### src/rtl/mc_ctrl_pkg.sv
// Shared types and encodings for the multi-cycle controller (mc_ctrl_fsm).
// Opcode classes, ALU op codes and datapath mux encodings live here.
package mc_ctrl_pkg;

  typedef enum logic [3:0] {
    S_FETCH,
    S_DECODE,
    S_EXEC_R,
    S_WB_R,
    S_EXEC_I,
    S_WB_I,
    S_ADDR,
    S_MEM_RD,
    S_MEM_WR,
    S_WB_MEM,
    S_BRANCH,
    S_JUMP,
    S_ILLEGAL
  } state_e;

  typedef enum logic [2:0] {
    CL_R,
    CL_BRANCH,
    CL_JUMP,
    CL_IMM,
    CL_LOAD,
    CL_STORE,
    CL_ILLEGAL
  } op_class_e;

  localparam logic [5:0] OP_RTYPE = 6'b000000;
  localparam logic [5:0] OP_J     = 6'b000010;
  localparam logic [5:0] OP_BEQ   = 6'b000100;
  localparam logic [5:0] OP_BNE   = 6'b000101;
  localparam logic [5:0] OP_ADDI  = 6'b001000;
  localparam logic [5:0] OP_SLTIU = 6'b001011;
  localparam logic [5:0] OP_ORI   = 6'b001101;
  localparam logic [5:0] OP_LUI   = 6'b001111;
  localparam logic [5:0] OP_LW    = 6'b100011;
  localparam logic [5:0] OP_SW    = 6'b101011;

  localparam logic [2:0] ALU_FUNCT = 3'b000;
  localparam logic [2:0] ALU_SUB   = 3'b001;
  localparam logic [2:0] ALU_ADD   = 3'b010;
  localparam logic [2:0] ALU_LUI   = 3'b011;
  localparam logic [2:0] ALU_ORI   = 3'b100;
  localparam logic [2:0] ALU_BNE   = 3'b101;
  localparam logic [2:0] ALU_SLTIU = 3'b110;

  localparam logic [1:0] SRC_B_RT     = 2'd0;
  localparam logic [1:0] SRC_B_FOUR   = 2'd1;
  localparam logic [1:0] SRC_B_IMM    = 2'd2;
  localparam logic [1:0] SRC_B_IMM_SH = 2'd3;

  localparam logic [1:0] PC_SRC_ALU  = 2'd0;
  localparam logic [1:0] PC_SRC_TGT  = 2'd1;
  localparam logic [1:0] PC_SRC_JUMP = 2'd2;

  function automatic op_class_e op_class(input logic [5:0] op);
    op_class_e c;
    c = CL_ILLEGAL;
    case (op)
      OP_RTYPE:                        c = CL_R;
      OP_BEQ, OP_BNE:                  c = CL_BRANCH;
      OP_J:                            c = CL_JUMP;
      OP_ADDI, OP_SLTIU, OP_ORI, OP_LUI: c = CL_IMM;
      OP_LW:                           c = CL_LOAD;
      OP_SW:                           c = CL_STORE;
      default:                         c = CL_ILLEGAL;
    endcase
    return c;
  endfunction

endpackage

### src/rtl/mc_op_decode.sv
// Combinational opcode decode for mc_ctrl_fsm: class, ALU op, immediate
// extension and branch sense for the latched opcode.
module mc_op_decode
  import mc_ctrl_pkg::*;
(
  input  logic [5:0] op_i,
  output logic [2:0] cls_o,
  output logic [2:0] alu_op_o,
  output logic       se_o,
  output logic       br_ne_o
);

  assign cls_o = op_class(op_i);

  always_comb begin
    alu_op_o = ALU_ADD;
    se_o     = 1'b1;
    br_ne_o  = 1'b0;
    case (op_i)
      OP_SLTIU: begin
        alu_op_o = ALU_SLTIU;
        se_o     = 1'b0;
      end
      OP_ORI:  alu_op_o = ALU_ORI;
      OP_LUI:  alu_op_o = ALU_LUI;
      OP_BEQ: begin
        alu_op_o = ALU_SUB;
        se_o     = 1'b0;
      end
      OP_BNE: begin
        alu_op_o = ALU_BNE;
        se_o     = 1'b0;
        br_ne_o  = 1'b1;
      end
      default: ;
    endcase
  end

endmodule

### src/rtl/mc_ctrl_fsm.sv
// Multi-cycle instruction sequencer with retire counter and memory-wait watchdog.
// Build option MC_CTRL_ILLEGAL_TRAP_EN: illegal opcodes trap and hang until reset.
module mc_ctrl_fsm
  import mc_ctrl_pkg::*;
#(
  parameter int unsigned ALU_OP_W = 3,
  parameter int unsigned RETIRE_W = 32,
  parameter int unsigned MEM_TMO  = 15
) (
  input  logic                clk_i,
  input  logic                rst_i,
  input  logic [5:0]          instr_op_i,
  input  logic                mem_ready_i,
  input  logic                zero_i,
  output logic                mem_req_o,
  output logic                mem_we_o,
  output logic                ir_write_o,
  output logic                pc_write_o,
  output logic [1:0]          pc_src_o,
  output logic                alu_src_a_o,
  output logic [1:0]          alu_src_b_o,
  output logic [ALU_OP_W-1:0] alu_op_o,
  output logic                se_o,
  output logic                reg_dst_o,
  output logic                mem_to_reg_o,
  output logic                reg_write_o,
  output logic [RETIRE_W-1:0] retired_o,
  output logic                mem_err_o,
  output logic                trap_o
);

  // state    | meaning
  // FETCH    | read instr, PC+4 ; DECODE | latch op, branch target
  // EXEC_*/WB_* | ALU then regfile write ; ADDR/MEM_*/WB_MEM | load/store
  // BRANCH/JUMP | PC redirect ; ILLEGAL | NOP or trap (build option)

  state_e              state_q, state_d;
  logic [5:0]          op_q, op_d;
  logic [7:0]          wait_cnt_q, wait_cnt_d;
  logic [RETIRE_W-1:0] retired_q, retired_d;
  logic                mem_err_q, mem_err_d;

  logic [2:0] dec_cls;
  logic [2:0] dec_alu_op;
  logic       dec_se;
  logic       dec_br_ne;
  logic [2:0] alu_op3;
  logic       waiting;

  mc_op_decode u_dec (
    .op_i     (op_q),
    .cls_o    (dec_cls),
    .alu_op_o (dec_alu_op),
    .se_o     (dec_se),
    .br_ne_o  (dec_br_ne)
  );

  always_comb begin
    state_d = state_q;
    case (state_q)
      S_FETCH:  if (mem_ready_i) state_d = S_DECODE;
      S_DECODE: begin
        case (op_class(instr_op_i))
          CL_R:      state_d = S_EXEC_R;
          CL_BRANCH: state_d = S_BRANCH;
          CL_JUMP:   state_d = S_JUMP;
          CL_IMM:    state_d = S_EXEC_I;
          CL_LOAD,
          CL_STORE:  state_d = S_ADDR;
          default:   state_d = S_ILLEGAL;
        endcase
      end
      S_EXEC_R: state_d = S_WB_R;
      S_WB_R:   state_d = S_FETCH;
      S_EXEC_I: state_d = S_WB_I;
      S_WB_I:   state_d = S_FETCH;
      S_ADDR:   state_d = (dec_cls == 3'(CL_STORE)) ? S_MEM_WR : S_MEM_RD;
      S_MEM_RD: if (mem_ready_i) state_d = S_WB_MEM;
      S_WB_MEM: state_d = S_FETCH;
      S_MEM_WR: if (mem_ready_i) state_d = S_FETCH;
      S_BRANCH: state_d = S_FETCH;
      S_JUMP:   state_d = S_FETCH;
`ifdef MC_CTRL_ILLEGAL_TRAP_EN
      S_ILLEGAL: state_d = S_ILLEGAL;
`else
      S_ILLEGAL: state_d = S_FETCH;
`endif
      default:  state_d = S_FETCH;
    endcase
  end

  // Outputs are forced to their idle values while rst_i is high so a reset
  // landing mid-instruction never lets a write strobe through.
  always_comb begin
    mem_req_o    = 1'b0;
    mem_we_o     = 1'b0;
    ir_write_o   = 1'b0;
    pc_write_o   = 1'b0;
    pc_src_o     = PC_SRC_ALU;
    alu_src_a_o  = 1'b0;
    alu_src_b_o  = SRC_B_RT;
    alu_op3      = ALU_FUNCT;
    se_o         = 1'b1;
    reg_dst_o    = 1'b0;
    mem_to_reg_o = 1'b0;
    reg_write_o  = 1'b0;
    if (!rst_i) begin
      case (state_q)
        S_FETCH: begin
          mem_req_o   = 1'b1;
          alu_src_b_o = SRC_B_FOUR;
          alu_op3     = ALU_ADD;
          if (mem_ready_i) begin
            ir_write_o = 1'b1;
            pc_write_o = 1'b1;
            pc_src_o   = PC_SRC_ALU;
          end
        end
        S_DECODE: begin
          alu_src_b_o = SRC_B_IMM_SH;
          alu_op3     = ALU_ADD;
        end
        S_EXEC_R: begin
          alu_src_a_o = 1'b1;
          alu_src_b_o = SRC_B_RT;
          alu_op3     = ALU_FUNCT;
        end
        S_WB_R: begin
          reg_dst_o   = 1'b1;
          reg_write_o = 1'b1;
        end
        S_EXEC_I: begin
          alu_src_a_o = 1'b1;
          alu_src_b_o = SRC_B_IMM;
          alu_op3     = dec_alu_op;
          se_o        = dec_se;
        end
        S_WB_I:   reg_write_o = 1'b1;
        S_ADDR: begin
          alu_src_a_o = 1'b1;
          alu_src_b_o = SRC_B_IMM;
          alu_op3     = ALU_ADD;
        end
        S_MEM_RD: mem_req_o = 1'b1;
        S_WB_MEM: begin
          mem_to_reg_o = 1'b1;
          reg_write_o  = 1'b1;
        end
        S_MEM_WR: begin
          mem_req_o = 1'b1;
          mem_we_o  = 1'b1;
        end
        S_BRANCH: begin
          alu_src_a_o = 1'b1;
          alu_src_b_o = SRC_B_RT;
          alu_op3     = dec_alu_op;
          se_o        = dec_se;
          // zero_i reports rs==rt, so bne is taken when it is low
          if (zero_i ^ dec_br_ne) begin
            pc_write_o = 1'b1;
            pc_src_o   = PC_SRC_TGT;
          end
        end
        S_JUMP: begin
          pc_write_o = 1'b1;
          pc_src_o   = PC_SRC_JUMP;
        end
        default: ;
      endcase
    end
  end

  assign alu_op_o = ALU_OP_W'(alu_op3);

  always_comb begin
    op_d       = (state_q == S_DECODE) ? instr_op_i : op_q;
    waiting    = mem_req_o && !mem_ready_i;
    wait_cnt_d = 8'd0;
    if (waiting) wait_cnt_d = (wait_cnt_q == 8'hFF) ? 8'hFF : wait_cnt_q + 8'd1;
    mem_err_d  = mem_err_q || (wait_cnt_d == 8'(MEM_TMO));
    retired_d  = retired_q;
    if (state_q != S_FETCH && state_d == S_FETCH) retired_d = retired_q + RETIRE_W'(1);
  end

  always_ff @(posedge clk_i) begin
    if (rst_i) begin
      state_q    <= S_FETCH;
      op_q       <= '0;
      wait_cnt_q <= '0;
      retired_q  <= '0;
      mem_err_q  <= 1'b0;
    end else begin
      state_q    <= state_d;
      op_q       <= op_d;
      wait_cnt_q <= wait_cnt_d;
      retired_q  <= retired_d;
      mem_err_q  <= mem_err_d;
    end
  end

  assign retired_o = retired_q;
  assign mem_err_o = mem_err_q;

`ifdef MC_CTRL_ILLEGAL_TRAP_EN
  assign trap_o = !rst_i && (state_q == S_ILLEGAL);
`else
  assign trap_o = 1'b0;
`endif

endmodule

### config.mk
export PLATFORM = sky130hd
export DESIGN_NAME = mc_ctrl_fsm
export DESIGN_NICKNAME = d
export VERILOG_FILES = /design/src/rtl/mc_ctrl_pkg.sv /design/src/rtl/mc_op_decode.sv /design/src/rtl/mc_ctrl_fsm.sv
export SDC_FILE = /design/constraint.sdc
export NUM_CORES = 1
export LEC_CHECK = 0
export CORE_ASPECT_RATIO = 0.5
export CORE_MARGIN = 5
export CORE_UTILIZATION = 37
export DETAILED_ROUTE_END_ITERATION = 8
export GPL_TIMING_DRIVEN = 0
export SETUP_SLACK_MARGIN = 0.15
export SLEW_MARGIN = 20
export SYNTH_ARGS = -nofsm -noshare
export SYNTH_HDL_FRONTEND = slang
export SYNTH_SLANG_ARGS = --single-unit
### constraint.sdc
create_clock -name clk_i -period 5.58 [get_ports clk_i]
set_input_delay 0.558 -clock clk_i [delete_from_list [all_inputs] [get_ports clk_i]]
set_output_delay 0.558 -clock clk_i [all_outputs]
set_load 0.01 [all_outputs]
=== Yosys cells after proc, flatten, opt, wreduce, memory -nomap -nowiden ===
Index checks and enable logic that the tools add are counted.

* $add $sub $neg: 2
* Equality and inequality tests: 37
* Muxes and demuxes: 41
* Bitwise gates (word level): 1
* Reduce and logical (&&, ||, !) cells: 22

{| class="wikitable"
|+ Operators by type and width
! operator !! count
|-
| $eq 6x4->1 const B || 8
|-
| $pmux 3 s6 || 2
|-
| $add 32x1->32 const B || 1
|-
| $pmux 4 s7 || 1
|-
| $eq 6x3->1 const B || 4
|-
| $eq 6x6->1 const B || 4
|-
| $mux 1 || 22
|-
| $pmux 4 s5 || 1
|-
| $eq 4x3->1 const B || 4
|-
| $eq 4x4->1 const B || 4
|-
| $mux 4 || 4
|-
| $mux 8 || 2
|-
| $pmux 3 s5 || 1
|-
| $eq 6x2->1 const B || 2
|-
| $logic_not 6->1 || 2
|-
| $reduce_or 3->1 || 4
|-
| $reduce_or 4->1 || 3
|-
| $reduce_or 2->1 || 5
|-
| $eq 3x3->1 const B || 3
|-
| $add 8x1->8 const B || 1
|-
| $eq 4x2->1 const B || 2
|-
| $eq 8x4->1 const B || 1
|-
| $eq 8x8->1 const B || 1
|-
| $logic_not 4->1 || 2
|-
| other kinds (15) || 19
|}

* Bits in registers: 51
* Input port bits: 10
* Output and inout bits: 50
* Logic and storage cells: 108

=== Logic depth before layout (Yosys ltp) ===
* Word-level depth: 10
* Gate-level depth with buffers: 10
* Depth with buffers taken out: 7

=== By module ===
A second synthesis with hierarchy kept.

* Cell total of the unflattened synthesis: 405
* Area, all modules: 3244.4 um^2

{| class="wikitable"
|+ By module, submodules not included
! module !! times used !! cells each !! area each (um^2) !! seq. area each (um^2)
|-
| mc_ctrl_fsm || 1 || 369 || 3022.9 || 1021.0
|-
| mc_op_decode || 1 || 36 || 221.5 || 0.0
|}

=== Least setup slack after synthesis ===
OpenSTA, ideal clock, no wires.

* Path kind: input to register
* Start point: in instr_op_i[1]
* End point: reg retired_q[24], in the netlist retired_o[24]
* Library setup time: 123 ps
* Arrival time: 2504 ps
* Required time: 5457 ps
* Path slack: 2953 ps
* Stages on the path: 8
* Path buffers: 2
* Cell sequence: or3_1 a21oi_1 nor3_1 or4_1 buf_2 buf_2 nor4_1 mux2_1

* Longest elaborated chain between the ends: 10
* Elaborated cells between the ends (all ways): 25
* Classes of those cells: 14 x eq/ne; 4 x mux; 7 x reduce/logical

{| class="wikitable"
|+ RTL lines
! item !! line !! RTL
|-
| start, declared || mc_ctrl_fsm.sv:12 || <nowiki>input logic [5:0] instr_op_i,</nowiki>
|-
| $eq 6x4->1 / $eq 6x3->1 (equally long branches) || mc_ctrl_pkg.sv:62 || <nowiki>case (op)</nowiki>
|-
| $reduce_or 4->1 / $reduce_or 2->1 (equally long branches) || mc_ctrl_pkg.sv:62 ||
|-
| $pmux 3 s6 (*) || mc_ctrl_pkg.sv:62 ||
|-
| $mux 3 (*) || mc_ctrl_fsm.sv:60 || <nowiki>case (state_q)</nowiki>
|-
| $eq 3x3->1 || mc_ctrl_fsm.sv:63 || <nowiki>case (op_class(instr_op_i))</nowiki>
|-
| $reduce_or 2->1 || mc_ctrl_fsm.sv:63 ||
|-
| $pmux 4 s5 (*) || mc_ctrl_fsm.sv:63 ||
|-
| $pmux 4 s7 (*) || mc_ctrl_fsm.sv:60 ||
|-
| $logic_not 4->1 (*) || mc_ctrl_fsm.sv:182 || <nowiki>if (state_q != S_FETCH && state_d == S_FETCH) retired_d = retired_q + RETIRE_W'(1);</nowiki>
|-
| $logic_and 1x1->1 (*) || mc_ctrl_fsm.sv:182 ||
|-
| end signal, assigned || mc_ctrl_fsm.sv:196 || <nowiki>retired_q <= retired_d;</nowiki>
|-
| end, declared || mc_ctrl_fsm.sv:40 || <nowiki>logic [RETIRE_W-1:0] retired_q, retired_d;</nowiki>
|}

Every way passes the cells marked *; elsewhere a longest branch is shown, timed or not. The select of a mux whose other input is x is not followed.
A chain may end at the register's enable or synchronous reset.

=== Final worst setup path ===
* Start point: in rst_i
* End point: out alu_src_b_o[1]

* Longest elaborated chain between the ends: 1

{| class="wikitable"
|+ RTL lines
! item !! line !! RTL
|-
| start, declared || mc_ctrl_fsm.sv:11 || <nowiki>input logic rst_i,</nowiki>
|-
| $mux 2 || mc_ctrl_fsm.sv:107 || <nowiki>if (!rst_i) begin</nowiki>
|-
| end, declared || mc_ctrl_fsm.sv:21 || <nowiki>output logic [1:0] alu_src_b_o,</nowiki>
|}

No other way between the ends.

==> results.cfg <==
[die]
rows = 23
dieWidth_microns = 140
floorplan.initialDensity_pct = 38.6
pin_count = 60
die_h_microns = 75.1
die_area_sq_um = 10500
core_sq_um = 8120

[placement]
gp_congestion = 0.860
dp.cells = 575
place_area_sq_um = 3860
portBuffers = 58
dp.final_hpwl_microns = 6920

[sta]
timing.fmax_ghz = 0.301
hold-worst-slack_ps = 448
min_period_ps = 3330
period_share_pct = 59.6
skew_ps = 6.36
rsz0062_at_grt = no
slew_viol_final = 0
setup_viol = 0
hold_violations = 0
tightestPinTransition_ps = 981
tns_ps = 0
maxSlewHeadroom_pct = 34.4

[worst_hold_path]
min_to = mem_err_o$_SDFF_PP0_
hold-path-cell-count = 2
worstHoldStart = mem_err_o$_SDFF_PP0_
hold_class = reg2reg

[synth]
synth_cell_types = 52
synthAdderAreaFrac_pct = 0.798
synth_top_family_by_area = simple AND/OR/NAND/NOR gates
synthFlopType = dfxtp_1
synth_seq_area_share_pct = 32.6
synth_cells = 405
synthMuxAreaShare_pct = 3.19
postSynth.asyncResetShare_pct = 0
synth.most_common_cell = dfxtp_1
ys_seq_elements = 51
yosys.area.top_type = dfxtp_1
synthSimpleGateAreaFrac_pct = 39.0
synth.cell_area_sq_um = 3130
synth_warnings = 0
synth_area_leaders = dfxtp_1, a21oi_1, or4_1, o31ai_1, nand3_1
synth_edf_count = 0
synth_compound_area_share_pct = 18.2
syn-num-nets = 417
avgSynthCellArea_sq_um = 7.74
synthTopCellsByCount = dfxtp_1, a21oi_1, nand3_1
yosysTopAreaCellShare_pct = 32.6
synth-xor-area-share_pct = 1.12

[detailed_routing]
routedWlPerCell_microns = 16.5
vias_per_cell = 5.76
wl_microns = 9630
vias = 3353
drt-initial-drc-count = 306
drt_pass1_iterations = 5
drc_errors = 0
ant_nets = 0

[critical_path]
rr_endpoint = retired_o[8]$_SDFFE_PP0P_
r2r_slack_ps = 2460
rr_startpoint = state_q[2]$_SDFF_PP0_
criticalPathCategory = in2out
end_kind = output port
critPathArrivalTime_ps = 2770
worst-r2r-cell-count = 7
cp_max_fo = 10
cp-start-kind = input port
crit_required_ps = 5020

[clocking]
cts_tree = done
cts_buffers = 5
cts_resized = 0
cts_hold_buf = 0
clock_sinks = 51
clkTransAtPathRegs_ps = 70
clk_latency_ps = 300
htreeDepth = 2
cts_buffer_depth = 2
clockRootBuffer = clkbuf_16
post_cts_buffers = 0

[finish]
final_area_sq_um = 4020
fin_nets = 482
area_delta_synth_final_pct = 28.2
multiInputGateArea_sq_um = 1960
n_fill_cell = 812
drive_above_1_share_pct = 4.26
stdcell_count = 582
n_antenna_cell = 0
regArea_sq_um = 1020

[power_and_ir_drop]
power_leakage_uw = 0.00128
powerDensity_nw_per_um2 = 230
power_uw = 926
ir_drop_mv = 0.130

[outcome]
status = complete, no violations

[grt]
grt_overflow = 0
grt_first_pass_wirelength_microns = 15800
gr-usage-all-layers_pct = 18.6
grt_start_max_net_pins = 16
grt_pass1_vias = 3084
antenna_found_initial = 0

[job]
cap_violations = 0
logic make-up after synthesis:
| logic type | count (synthesis) |
|---|---|
| compound gates | 94 |
| buf+inv | 35 |
| fa+ha+maj | 2 |
| mux | 9 |
| xor+xnor | 4 |
| other cells | 1 |
| simple gates | 209 |
| flops | 51 |
cell type report:
cell class | count | area share, %
buffer | 29 | 3.36
clock buffer | 5 | 3.11
clock inverter | 2 | 0.934
inverter | 6 | 0.560
multi-input combinational | 319 | 48.7
sequential | 51 | 25.4
tap | 112 | 3.49
timing repair buffer | 58 | 14.4
layout by cell type, fill, tap and decap left out, types with 15 or more instances in the layout:
cell	count
o31ai_1	20
nor3_1	15
nand3_1	29
or4_1	24
dfxtp_1	51
clkdlybuf4s50_1	58
nor2_1	28
and3_1	16
nand2_1	25
clkbuf_1	22
a21oi_1	50
critical path: stages:
cell and delay, ps:
clkdlybuf4s50_1 610, clkbuf_1 470, clkbuf_1 490, nor3_1 130
clkdlybuf4s50_1 510
state kept, by name (all words and copies together), names as in the netlist:
signal and flops:
wait_cnt_q 8, op_q 6, retired_o 32, state_q 4, mem_err_o 1
worst max path at each step:
| stage | startpoint | to | slack [ps] | cells after the start |
|---|---|---|---|---|
| final | rst_i | alu_src_b_o[1] | 2250 | 5 |
| after global routing | rst_i | reg_write_o | 2120 | 5 |
| after CTS | rst_i | alu_src_b_o[1] | 2230 | 5 |
| after detailed placement | instr_op_i[2] | retired_o[8]$_SDFFE_PP0P_ | 2060 | 7 |
| after global placement | instr_op_i[2] | retired_o[8]$_SDFFE_PP0P_ | 1820 | 7 |
| after floorplan | instr_op_i[1] | retired_o[24]$_SDFFE_PP0P_ | 2950 | 8 |
power breakdown:
part / total [uW] / leakage [uW] / switching, uW / internal, uW
logic: 191 / 0.000792 / 127 / 64.6
registers: 381 / 0.000412 / 9.50 / 371
clock network: 354 / 0.0000759 / 144 / 209
through the flow:
stage	utilization (%)	setup slack, ps
floorplan	-	2950
global placement	47.5	1820
detailed placement	47.5	2060
CTS	49.5	2230
global route	49.5	2120
finish	49.5	2250
per-layer routing:
layer | GRT usage, % | share of wire [%] | up-vias
met5 | 0 | 0 | -
met4 | 4.40 | 0.98 | 0
met2 | 29.0 | 43 | 112
li1 | - | - | 1668
met3 | 4.06 | 6.2 | 9
met1 | 26.4 | 50 | 1564
Note: power is estimated with default switching activity, not from simulation.
